## src/rtl/cpu_seq_ctrl_pkg.sv

```systemverilog
// Shared definitions for the CPU sequencer and the datapath.
// Holds the FSM state encoding, the instruction-register field positions,
// the opcode constants and a helper that maps an opcode onto the class of
// work the sequencer has to schedule for it.
package cpu_seq_ctrl_pkg;

    typedef enum logic [2:0] {
        ST_IDLE   = 3'd0,
        ST_FETCH  = 3'd1,
        ST_DECODE = 3'd2,
        ST_EXEC   = 3'd3,
        ST_MEM    = 3'd4,
        ST_WB     = 3'd5,
        ST_DELAY  = 3'd6,
        ST_HALT   = 3'd7
    } state_e;

    // Instruction register field positions
    localparam int OPER_HI      = 31;
    localparam int OPER_LO      = 27;
    localparam int RDST_HI      = 26;
    localparam int RDST_LO      = 22;
    localparam int RSRC1_HI     = 21;
    localparam int RSRC1_LO     = 17;
    localparam int IMM_MODE_BIT = 16;
    localparam int RSRC2_HI     = 15;
    localparam int RSRC2_LO     = 11;
    localparam int ISRC_HI      = 15;
    localparam int ISRC_LO      = 0;

    // Opcodes 00000..01011 are all ALU operations
    localparam logic [4:0] OP_ALU_LAST = 5'b01011;
    localparam logic [4:0] OP_STOREREG = 5'b01101;
    localparam logic [4:0] OP_STOREDIN = 5'b01110;
    localparam logic [4:0] OP_SENDDOUT = 5'b01111;
    localparam logic [4:0] OP_SENDREG  = 5'b10000;
    localparam logic [4:0] OP_JUMP     = 5'b10010;
    localparam logic [4:0] OP_JZ       = 5'b10100;
    localparam logic [4:0] OP_HALT     = 5'b10110;

    typedef enum logic [2:0] {
        CLS_NOP    = 3'd0,
        CLS_ALU    = 3'd1,
        CLS_MEM_WR = 3'd2,
        CLS_MEM_RD = 3'd3,
        CLS_JUMP   = 3'd4,
        CLS_JZ     = 3'd5,
        CLS_HALT   = 3'd6
    } op_class_e;

    function automatic op_class_e classify(input logic [4:0] op);
        op_class_e cls;
        cls = CLS_NOP;
        if (op <= OP_ALU_LAST) begin
            cls = CLS_ALU;
        end else begin
            case (op)
                OP_STOREREG, OP_STOREDIN: cls = CLS_MEM_WR;
                OP_SENDDOUT, OP_SENDREG:  cls = CLS_MEM_RD;
                OP_JUMP:                  cls = CLS_JUMP;
                OP_JZ:                    cls = CLS_JZ;
                OP_HALT:                  cls = CLS_HALT;
                default:                  cls = CLS_NOP;
            endcase
        end
        return cls;
    endfunction

endpackage

```

## src/rtl/cpu_seq_ctrl.sv

```systemverilog
// Instruction sequencer FSM for a small multi-cycle CPU.
// Fetches an instruction at the PC, classifies it, issues the matching
// execute / memory / write-back strobes, then idles DLY_CYC cycles before
// the next fetch. All outputs are registered.
//
// Ports:
//   clk        system clock (rising edge)
//   sys_rest   asynchronous active-low reset
//   ir_in      instruction word at imem_addr
//   zero_flag  ALU zero flag, used by jz in DECODE
//   mem_ack    data-memory completion strobe (only honoured in MEM)
//   resume     pulse that releases HALT
//   imem_addr  program counter
//   ir_q       latched instruction register
//   ir_load    high during the FETCH cycle (ir_q loads at its end)
//   exec_en    ALU execute strobe (EXEC)
//   gpr_we     register-file write strobe (EXEC, WB)
//   mem_req    data-memory request (MEM), mem_we gives direction
//   halted     high while in HALT
//   state_o    current state encoding
module cpu_seq_ctrl
    import cpu_seq_ctrl_pkg::*;
#(
    parameter int ADDR_W  = 8,
    parameter int DLY_CYC = 3
) (
    input  logic              clk,
    input  logic              sys_rest,
    input  logic [31:0]       ir_in,
    input  logic              zero_flag,
    input  logic              mem_ack,
    input  logic              resume,
    output logic [ADDR_W-1:0] imem_addr,
    output logic [31:0]       ir_q,
    output logic              ir_load,
    output logic              exec_en,
    output logic              gpr_we,
    output logic              mem_req,
    output logic              mem_we,
    output logic              halted,
    output logic [2:0]        state_o
);

    state_e            state_q, state_d;
    logic [ADDR_W-1:0] pc_q, pc_d;
    logic [31:0]       ir_d;
    logic [3:0]        cnt_q, cnt_d;
    // Set when a jump/taken jz already loaded the PC, so DELAY exit must not increment it
    logic              jmp_q, jmp_d;
    logic              ir_load_q, ir_load_d;
    logic              exec_en_q, exec_en_d;
    logic              gpr_we_q, gpr_we_d;
    logic              mem_req_q, mem_req_d;
    logic              mem_we_q, mem_we_d;
    logic              halted_q, halted_d;
    logic [31:0]       ir_r_q;
    op_class_e         op_cls;

    assign op_cls = classify(ir_r_q[OPER_HI:OPER_LO]);

    always_comb begin
        state_d = state_q;
        pc_d    = pc_q;
        ir_d    = ir_r_q;
        cnt_d   = cnt_q;
        jmp_d   = jmp_q;

        case (state_q)
            ST_IDLE:  state_d = ST_FETCH;
            ST_FETCH: begin
                ir_d    = ir_in;
                jmp_d   = 1'b0;
                state_d = ST_DECODE;
            end
            ST_DECODE: begin
                case (op_cls)
                    CLS_ALU:                state_d = ST_EXEC;
                    CLS_MEM_WR, CLS_MEM_RD: state_d = ST_MEM;
                    CLS_HALT:               state_d = ST_HALT;
                    CLS_JUMP: begin
                        pc_d    = ir_r_q[ADDR_W-1:0];
                        jmp_d   = 1'b1;
                        state_d = ST_DELAY;
                    end
                    CLS_JZ: begin
                        if (zero_flag) begin
                            pc_d  = ir_r_q[ADDR_W-1:0];
                            jmp_d = 1'b1;
                        end
                        state_d = ST_DELAY;
                    end
                    default:                state_d = ST_DELAY;
                endcase
            end
            ST_EXEC:  state_d = ST_DELAY;
            ST_MEM: begin
                if (mem_ack) begin
                    state_d = (ir_r_q[OPER_HI:OPER_LO] == OP_SENDREG) ? ST_WB : ST_DELAY;
                end
            end
            ST_WB:    state_d = ST_DELAY;
            ST_DELAY: begin
                // Counter holds the remaining DELAY cycles including this one
                if (cnt_q <= 4'd1) begin
                    cnt_d   = 4'd0;
                    state_d = ST_FETCH;
                    if (!jmp_q) begin
                        pc_d = pc_q + ADDR_W'(1);
                    end
                end else begin
                    cnt_d = cnt_q - 4'd1;
                end
            end
            ST_HALT: begin
                if (resume) begin
                    state_d = ST_DELAY;
                end
            end
            default:  state_d = ST_IDLE;
        endcase

        if (state_d == ST_DELAY && state_q != ST_DELAY) begin
            cnt_d = 4'(DLY_CYC);
        end

        // Strobes follow the state being entered so they are high for exactly that state
        ir_load_d = (state_d == ST_FETCH);
        exec_en_d = (state_d == ST_EXEC);
        gpr_we_d  = (state_d == ST_EXEC) || (state_d == ST_WB);
        mem_req_d = (state_d == ST_MEM);
        mem_we_d  = (state_d == ST_MEM) && (op_cls == CLS_MEM_WR);
        halted_d  = (state_d == ST_HALT);
    end

    always_ff @(posedge clk or negedge sys_rest) begin
        if (!sys_rest) begin
            state_q   <= ST_IDLE;
            pc_q      <= '0;
            ir_r_q    <= '0;
            cnt_q     <= '0;
            jmp_q     <= 1'b0;
            ir_load_q <= 1'b0;
            exec_en_q <= 1'b0;
            gpr_we_q  <= 1'b0;
            mem_req_q <= 1'b0;
            mem_we_q  <= 1'b0;
            halted_q  <= 1'b0;
        end else begin
            state_q   <= state_d;
            pc_q      <= pc_d;
            ir_r_q    <= ir_d;
            cnt_q     <= cnt_d;
            jmp_q     <= jmp_d;
            ir_load_q <= ir_load_d;
            exec_en_q <= exec_en_d;
            gpr_we_q  <= gpr_we_d;
            mem_req_q <= mem_req_d;
            mem_we_q  <= mem_we_d;
            halted_q  <= halted_d;
        end
    end

    assign imem_addr = pc_q;
    assign ir_q      = ir_r_q;
    assign ir_load   = ir_load_q;
    assign exec_en   = exec_en_q;
    assign gpr_we    = gpr_we_q;
    assign mem_req   = mem_req_q;
    assign mem_we    = mem_we_q;
    assign halted    = halted_q;
    assign state_o   = state_q;

endmodule
```

## config.mk

```make
export PLATFORM = sky130hd
export DESIGN_NAME = cpu_seq_ctrl
export DESIGN_NICKNAME = d
export VERILOG_FILES = /design/src/rtl/cpu_seq_ctrl_pkg.sv /design/src/rtl/cpu_seq_ctrl.sv
export SDC_FILE = /design/constraint.sdc
export NUM_CORES = 1
export LEC_CHECK = 0
export CAP_MARGIN = 25
export CORE_MARGIN = 10
export CORE_UTILIZATION = 41
export DETAILED_ROUTE_END_ITERATION = 8
export PLACE_DENSITY = 0.74
export SYNTH_ARGS = -nofsm -noshare
export SYNTH_HDL_FRONTEND = slang
export SYNTH_SLANG_ARGS = --single-unit
```

## constraint.sdc

```tcl
create_clock -name clk -period 1.7 [get_ports clk]
set_input_delay 0.255 -clock clk [delete_from_list [all_inputs] [get_ports clk]]
set_output_delay 0.255 -clock clk [all_outputs]
set_load 0.005 [all_outputs]
```

==> results.sh <==
export IMPL_critPathLaunchType="register"
export IMPL_avgSynthCellArea_um2=11.9
export IMPL_fin_nets=368
export IMPL_finalHoldViolCount=0
export IMPL_slew_viol_final=0
export IMPL_coreArea_mm2=0.00592
export IMPL_synth_edf_count=0
export IMPL_drt_pass1_iterations=4
export IMPL_antenna_found_initial=0
export IMPL_cts_tree="built"
export IMPL_die_h_um=97.9
export IMPL_num_antenna_cells=0
export IMPL_wl_met2_mm=3.42
export IMPL_yosys_register_bits=54
export IMPL_cts_htree_levels=2
export IMPL_maxSlewHeadroom_pct=70.6
export IMPL_synth_xor_area_share_pct=0.352
export IMPL_portBuffers=85
export IMPL_place_hpwl_mm=4.86
export IMPL_wl_per_cell_um=16.8
export IMPL_syn_inst=209
export IMPL_cts_buffers_inserted=5
export IMPL_required_ns=1.94
export IMPL_drive_above_1_share_pct=31.9
export IMPL_chipWidth_um=97.9
export IMPL_finClkSkew_ns=0.00470
export IMPL_vias=2099
export IMPL_synth_cell_types=49
export IMPL_io_pins=86
export IMPL_synth_compound_area_share_pct=10.2
export IMPL_remaining_drc_errors=0
export IMPL_layout_cells_non_filler=404
export IMPL_crit_fanout=5
export IMPL_wl_met3_um=662
export IMPL_seq_area_frac_synth_pct=54.3
export IMPL_synth_top_area_cell="dfrtp_1"
export IMPL_fin_util_pct=66.5
export IMPL_overflow=0
export IMPL_fin_ws_ns=-0.0292
export IMPL_clk_latency_ns=0.31
export IMPL_grt_pass1_wl_mm=11.0
export IMPL_synth_top_cells_by_count="54 x dfrtp_1, 32 x mux2_2, 15 x nor2_1"
export IMPL_crit_type="reg2reg"
export IMPL_synth_nets=249
export IMPL_cts_sinks=54
export IMPL_dpl_cell_count=387
export IMPL_synth_ff_type="dfrtp_1"
export IMPL_setup_viol=4
export IMPL_gp_congestion=0.819
export IMPL_failed_checks="setup timing"
export IMPL_p_leak_nw=1.63
export IMPL_viasPerCell=5.20
export IMPL_synth_cell_area_mm2=0.00249
export IMPL_worst_pin_slew_ns=0.440
export IMPL_dieArea_mm2=0.00958
export IMPL_grt_pass1_vias=2198
export IMPL_top_layer="met4"
export IMPL_ys_warnings_count=0
export IMPL_drt_iter0_drc=60
export IMPL_grt_max_degree=55
export IMPL_clk_pin_slew_ns=0.10
export IMPL_drv_cap=0
export IMPL_fmax_ghz=0.578
export IMPL_tns_ns=-0.0834
export IMPL_met1_length_mm=2.62
export IMPL_vdd_ir_drop_max_mv=1.05
export IMPL_ctsRootBufferMaster="clkbuf_8"
export IMPL_num_rows=28
export IMPL_drtAntennaViolNets=0
export IMPL_post_route_period_util_pct=102
export IMPL_drt_wl_total_mm=6.77
export IMPL_areaGrowthSynthToFinish_pct=58.2
export IMPL_placed_cell_area_mm2=0.00361
export IMPL_synth_top_family_by_area="multiplexers"
export IMPL_initial_core_util_pct=42.0
export IMPL_grtUsageTotal_pct=13.6
export IMPL_synthArstFlopShare_pct=100
export IMPL_worstSetupEndpointType="register"
export IMPL_yosys_top_cells_area="dfrtp_1 54%, mux2_2 14%, nor2_1 2.3%, a21oi_1 2.2%, ha_1 1.5%"
export IMPL_rsz0062_at_grt="yes"
export IMPL_synth_adder_area_share_pct=1.51
export IMPL_r2r_slack_ns=-0.03
export IMPL_synth_top_area_share_pct=54.3
export IMPL_outcome="finished, violations left"
export IMPL_crit_arrival_ns=1.97
export IMPL_hold_path_class="in2async"
export IMPL_synthSimpleGateAreaFrac_pct=14.9
export IMPL_clockBufferDepth=2
export IMPL_synthMuxAreaShare_pct=15.7
export IMPL_final_area_mm2=0.00394
export IMPL_powerDensity_mw_per_mm2=1950
export IMPL_yosysMostFrequentCell="dfrtp_1"
export IMPL_fin_crit_ns=1.73
[critical path: stages (launching register included)]
cell     delay [ns]
dfrtp_1        0.39
inv_2          0.06
ha_2           0.19
nor2_4         0.16
nor2_4         0.08
buf_6          0.14
o221a_4        0.30
or2_1          0.21
a21oi_1        0.12
[layout make-up]
| cell class | instances | area [µm²] |
|---|---|---|
| Tap cell | 75 | 93.8 |
| Inverter | 6 | 25.0 |
| Fill cell | 455 | 1990 |
| Sequential cell | 54 | 1350 |
| Clock buffer | 6 | 72.6 |
| Timing Repair Buffer | 120 | 1170 |
| Multi-Input combinational cell | 141 | 1210 |
| Clock inverter | 2 | 10.0 |
[path summary, 6_finish.rpt]
check / cells past startpoint / to / startpoint
max in group asynchronous: 3 / state_o[0] / sys_rest
min reg2reg: 1 / ir_q[25] / ir_q[25]
max: 8 / gpr_we / cnt_q[1]
min in group clk: 1 / ir_q[25] / ir_q[25]
min: 3 / halted / sys_rest
max reg2reg: 8 / gpr_we / cnt_q[1]
[logic make-up after synthesis]
logic type               count (synthesis)
AO/OA/AOI/OAI                           37
XOR/XNOR                                 1
adder cells (fa/ha/maj)                  3
buffers and inverters                   15
flip-flops                              54
multiplexers                            35
AND/OR/NAND/NOR                         64
[report_power, final]
group | internal, mW | switching (mW) | total, mW
clock | 0.287 | 0.418 | 0.705
combinational | 2.67 | 1.95 | 4.62
sequential | 1.90 | 0.441 | 2.34
total | 4.85 | 2.81 | 7.67
[routing by layer]
layer  vias up  global-route usage, %
li1       1001                      -
met1      1023                   14.6
met2        68                   22.7
met3         7                   6.98
met4         0                   4.47
met5         -                      0
[cells in the final DEF, fill, tap and decap left out, types with 2 or more instances in the layout]
master,netlist,final
clkdlybuf4s50_1,0,83
dfrtp_1,54,53
mux2_2,32,32
buf_4,0,26
nor2_1,15,13
a21oi_1,11,11
nand2_1,6,6
nand3_1,6,6
nor3_1,6,5
o21ai_1,5,5
clkbuf_8,0,5
buf_6,1,5
and3_1,4,4
inv_2,0,3
nand2b_1,3,3
mux2i_1,3,3
buf_12,0,3
inv_1,5,2
or2_1,2,2
nor2_4,0,2
or3b_4,1,2
nor3b_1,2,2
nor4_1,2,2
a211o_1,2,2
nand3b_1,2,2
o22ai_1,3,2
a41oi_4,0,2
o22a_1,2,2
o21ai_2,0,2
or2_2,2,2
clkinv_2,1,2
[flip-flops by register name, summed over array words and instances, names as in the netlist]
register and cells:
halted 1, gpr_we 1, imem_addr 8, ir_load 1
cnt_q 4, state_o 3, mem_we 1, jmp_q 1
exec_en 1, mem_req 1, ir_q 32
[through the flow]
| stage | worst slack [ns] | power [mW] | hold slack [ns] |
|---|---|---|---|
| after floorplan | 0.00913 | 4.16 | -0.0406 |
| after global placement | -0.115 | 6.25 | 0.273 |
| after detailed placement | -0.184 | 6.35 | 0.276 |
| after CTS | -0.0335 | 7.31 | 0.474 |
| after global routing | -0.0873 | 8.21 | 0.484 |
| final | -0.0292 | 7.67 | 0.455 |
[repair_timing]
| item | in CTS | in global routing |
|---|---|---|
| buffers inserted | 1 | 6 |
| setup endpoints to repair | 18 | 23 |
| cloned | 1 | 0 |
| hold buffers | 1 | 0 |
| resized for setup | 12 | 24 |
| endpoints found under the hold margin | 54 | 0 |
| pin swaps | 8 | 18 |
Power figures use the tool's default switching activity.
==> RTL change 1: new RTL, same settings <==
Set the parameter `ADDR_W` to 7 (it was 8).
--- a/src/rtl/cpu_seq_ctrl.sv
+++ b/src/rtl/cpu_seq_ctrl.sv
@@ -23,3 +23,3 @@
 #(
-    parameter int ADDR_W  = 8,
+    parameter int ADDR_W  = 7,
     parameter int DLY_CYC = 3
Interface: changed (resized imem_addr); port bits go from 86 to 85. No check against the original RTL was run, so the function may have changed too.
==> RTL change 1 against the unedited design <==
  * The flow still finishes with violations (negative setup slack)
  * Worst hold slack about the same
  * Setup slack worse by 0.054 ns
  * Die area up 0.44%
  * Critical path depth unchanged
  * Sequential share of layout area up 0.32 points
  * Area after synthesis up 0.55%
  * Wire length down 2.7%
  * Via count down 2.2%
  * Maximum frequency down 3.0%
  * Global-route usage down 0.28 points
  * Design area down 2.6%
  * Clock skew about the same
  * Total power down 4.9%
  * Sequential cell count down 1
  * Critical path type unchanged
  * Critical endpoint unchanged
==> RTL change 1: results (changes against the unedited design) <==
status = finished with violations (unchanged)
violated checks = negative setup slack (unchanged)
final setup TNS = -0.4321 ns (was -0.08337 ns)
pin count of the biggest net entering global routing = 54 (was 55)
final instance area = 3834 um2 (was 3935 um2)
placed inst area = 3575 um2 (was 3612 um2)
met3 usage in global routing = 7.822% (was 6.977%)
port bufs = 84 (was 85)
CP Max Fanout = 4 (was 5)
XOR/XNOR share of the synthesized area = 0.3502% (was 0.3521%)
share of cells above drive strength 1 = 32.09% (was 31.91%)
Syn Nets = 247 (was 249)
layout filler cell count = 454 (was 455)
cell family with most CP delay = compound AO/OA/AOI/OAI gates (was simple AND/OR/NAND/NOR gates)
grt met2 use = 21.32% (was 22.74%)
setup slack at placement = -0.1215 ns (was -0.1840 ns)
layout net count = 360 (was 368)
Inst Count DP = 379 (was 387)
Seq/Total Area, Yosys = 53.03% (was 54.33%)
routing usage on met1 = 14.54% (was 14.63%)
top cells by area, synth = dfrtp_1, mux2_2, nand2_1 (was dfrtp_1, mux2_2, nor2_1)
slack of the critical path = -0.08286 ns (was -0.02925 ns)
Static Leak = 1.591 nW (was 1.632 nW)
Synth Area in Compound Gates = 9.855% (was 10.21%)
vias per cell = 5.184 (was 5.196)
total track usage = 13.36% (was 13.64%)
endpoints failing setup = 11 (was 4)
RTL change 1: where the power goes:
group / leakage, nW / internal, W / switching [W]
combinational: 0.909 / 0.00244 / 0.00161
sequential: 0.627 / 0.00187 / 0.000511
clock: 0.0554 / 0.000443 / 0.000424
total: 1.59 / 0.00475 / 0.00254
RTL change 1: cell type report:
| cell class | count | share of cell area [%] |
|---|---|---|
| clock inverters | 2 | 1.012 |
| multi-input cells | 141 | 30.09 |
| repair buffers | 117 | 29.67 |
| well taps | 75 | 2.448 |
| inverters | 2 | 0.1958 |
| flip-flops and latches | 53 | 34.69 |
| clock buffers | 6 | 1.893 |
RTL change 1: worst paths after layout:
| check | endpoint | slack, ns | cells past startpoint |
|---|---|---|---|
| worst max register to register | gpr_we | -0.08 | 8 |
| worst max-delay path | gpr_we | -0.08 | 8 |
| worst min-delay path | ir_q[17] | 0.46 | 3 |
| max in group asynchronous | state_o[0] | 0.99 | 3 |
| min in group clk | ir_q[23] | 0.51 | 1 |
| worst min register to register | ir_q[23] | 0.51 | 1 |
==> RTL change 2: new RTL, same settings <==
Made on the original files. Take the reset off `pc_q` and load it in a clocked block of its own.
--- a/src/rtl/cpu_seq_ctrl.sv
+++ b/src/rtl/cpu_seq_ctrl.sv
@@ -137,3 +137,2 @@
             state_q   <= ST_IDLE;
-            pc_q      <= '0;
             ir_r_q    <= '0;
@@ -149,3 +148,2 @@
             state_q   <= state_d;
-            pc_q      <= pc_d;
             ir_r_q    <= ir_d;
@@ -160,2 +158,6 @@
         end
+    end
+
+    always_ff @(posedge clk) begin
+        pc_q <= pc_d;
     end
Function: changed (a bounded check fails within 4 cycles, from zero or initial values; the reset may be asserted at any time).
==> RTL change 2 against the unedited design <==
  * Sequential cell count did not move
  * Setup slack improved by 0.063 ns
  * Sequential share of layout area increased by 3.5 points
  * Area after synthesis down 1.1%
  * Wire length shrank 10%
  * Critical path type unchanged
  * Total power fell by 16%
  * Design area fell by 6.2%
==> RTL change 2: results (changes against the unedited design) <==
hold_buf cts = 1 (unchanged)
total congestion overflow = 0 (unchanged)
synth unique cells = 46 (was 49)
top cells by area, synth = dfrtp_1, mux2_2, edfxtp_1 (was dfrtp_1, mux2_2, nor2_1)
drt pass-1 iters = 4 (unchanged)
Slew @ Worst Pin = 0.3475 ns (was 0.4400 ns)
comb pwr = 0.00340 W (was 0.00462 W)
met3 usage in global routing = 4.481% (was 6.977%)
clock buffer count from CTS = 5 (unchanged)
yosys warns = 0 (unchanged)
CP Max Fanout = 5 (unchanged)
Seq/Total Area, Yosys = 56.56% (was 54.33%)
placed inst area = 3522 um2 (was 3612 um2)
status = completed (was finished with violations)
Flop+latch power = 0.00230 W (was 0.00234 W)
Final GP Congestion = 0.8264 (was 0.8187)
DRT met1 WL = 2581 um (was 2623 um)
CTS resizes = 0 (was 12)
Max Buffers Root-to-Sink = 2 (unchanged)
initial antenna violation count = 0 (unchanged)
met2 WL = 2937 um (was 3415 um)
slowest CP cell = dfrtp_1 (unchanged)
arrival time worst endpoint = 1.89 ns (was 1.97 ns)
routing usage on met1 = 15.12% (was 14.63%)
grt met2 use = 20.75% (was 22.74%)
synthesized instance count = 193 (was 209)
pin count of the biggest net entering global routing = 47 (was 55)
Inst Count DP = 362 (was 387)
dpl hpwl = 4666 um (was 4859 um)
top sig layer = met4 (unchanged)
Min-Delay Path Class = in2async (unchanged)
setup slack at placement = -0.03866 ns (was -0.1840 ns)
DR iter-0 viols = 113 (was 60)
post-CTS setup buffers = 0 (was 1)
skew final = 0.006002 ns (was 0.004697 ns)
fin cells = 371 (was 404)
final wirelength = 6084 um (was 6769 um)
Peak VDD IR = 0.8323 mV (was 1.045 mV)
share of cells above drive strength 1 = 28.72% (was 31.91%)
Synth area leader = dfrtp_1 (unchanged)
critical path's largest stage delay = 0.42 ns (was 0.39 ns)
Syn Nets = 233 (was 249)
most frequent cells after synthesis = dfrtp_1, mux2_2, nand2_1, a21oi_1, nor2_1 (was dfrtp_1, mux2_2, nor2_1, a21oi_1, buf_2)
Async SR Flop Fraction = 85.19% (was 100.0%)
cell internal pwr = 0.004242 W (was 0.004853 W)
Clk. pwr = 0.000737 W (was 0.000705 W)
Static Leak = 1.476 nW (was 1.632 nW)
total track usage = 12.79% (was 13.64%)
global-route wire length before repair = 10,200 um (was 10,950 um)
clk_lat worst skew = 0.30 ns
layout net count = 335 (was 368)
H-tree depth = 2 (unchanged)
count of flip-flops with a built-in enable after synthesis = 8 (was 0)
Clk pin slew, worst setup/hold paths = 0.09 ns
number of global-route vias before repair = 1,962 (was 2,198)
met3 WL = 494 um (was 662 um)
routed vias = 1,834 (was 2,099)
RTL change 2: final timing paths:
path / from / to / slack [ns] / depth (start not counted)
max in group asynchronous: sys_rest / ir_q[31] / 1.01 / 3
setup / recovery: cnt_q[1] / exec_en / 0.03 / 8
hold / removal: sys_rest / exec_en / 0.46 / 3
hold reg to reg: state_o[0] / jmp_q / 0.49 / 1
setup reg to reg: cnt_q[1] / exec_en / 0.03 / 8
min in group clk: state_o[0] / jmp_q / 0.49 / 1
RTL change 2: cell families after synthesis:
family	share of synthesized area, %
adder cells (fa/ha/maj)	1.526
flip-flops	56.56
buffers and inverters	3.154
XOR/XNOR	2.492
AO/OA/AOI/OAI	8.698
multiplexers	16.02
AND/OR/NAND/NOR	11.55
RTL change 2: layout make-up:
class                   count  area, um2
flip-flops and latches     54       1399
inverters                   7      42.54
multi-input cells         125       1042
repair buffers            102       1017
fillers                   495       2196
well taps                  75      93.84
clock buffers               6      82.58
clock inverters             2      12.51
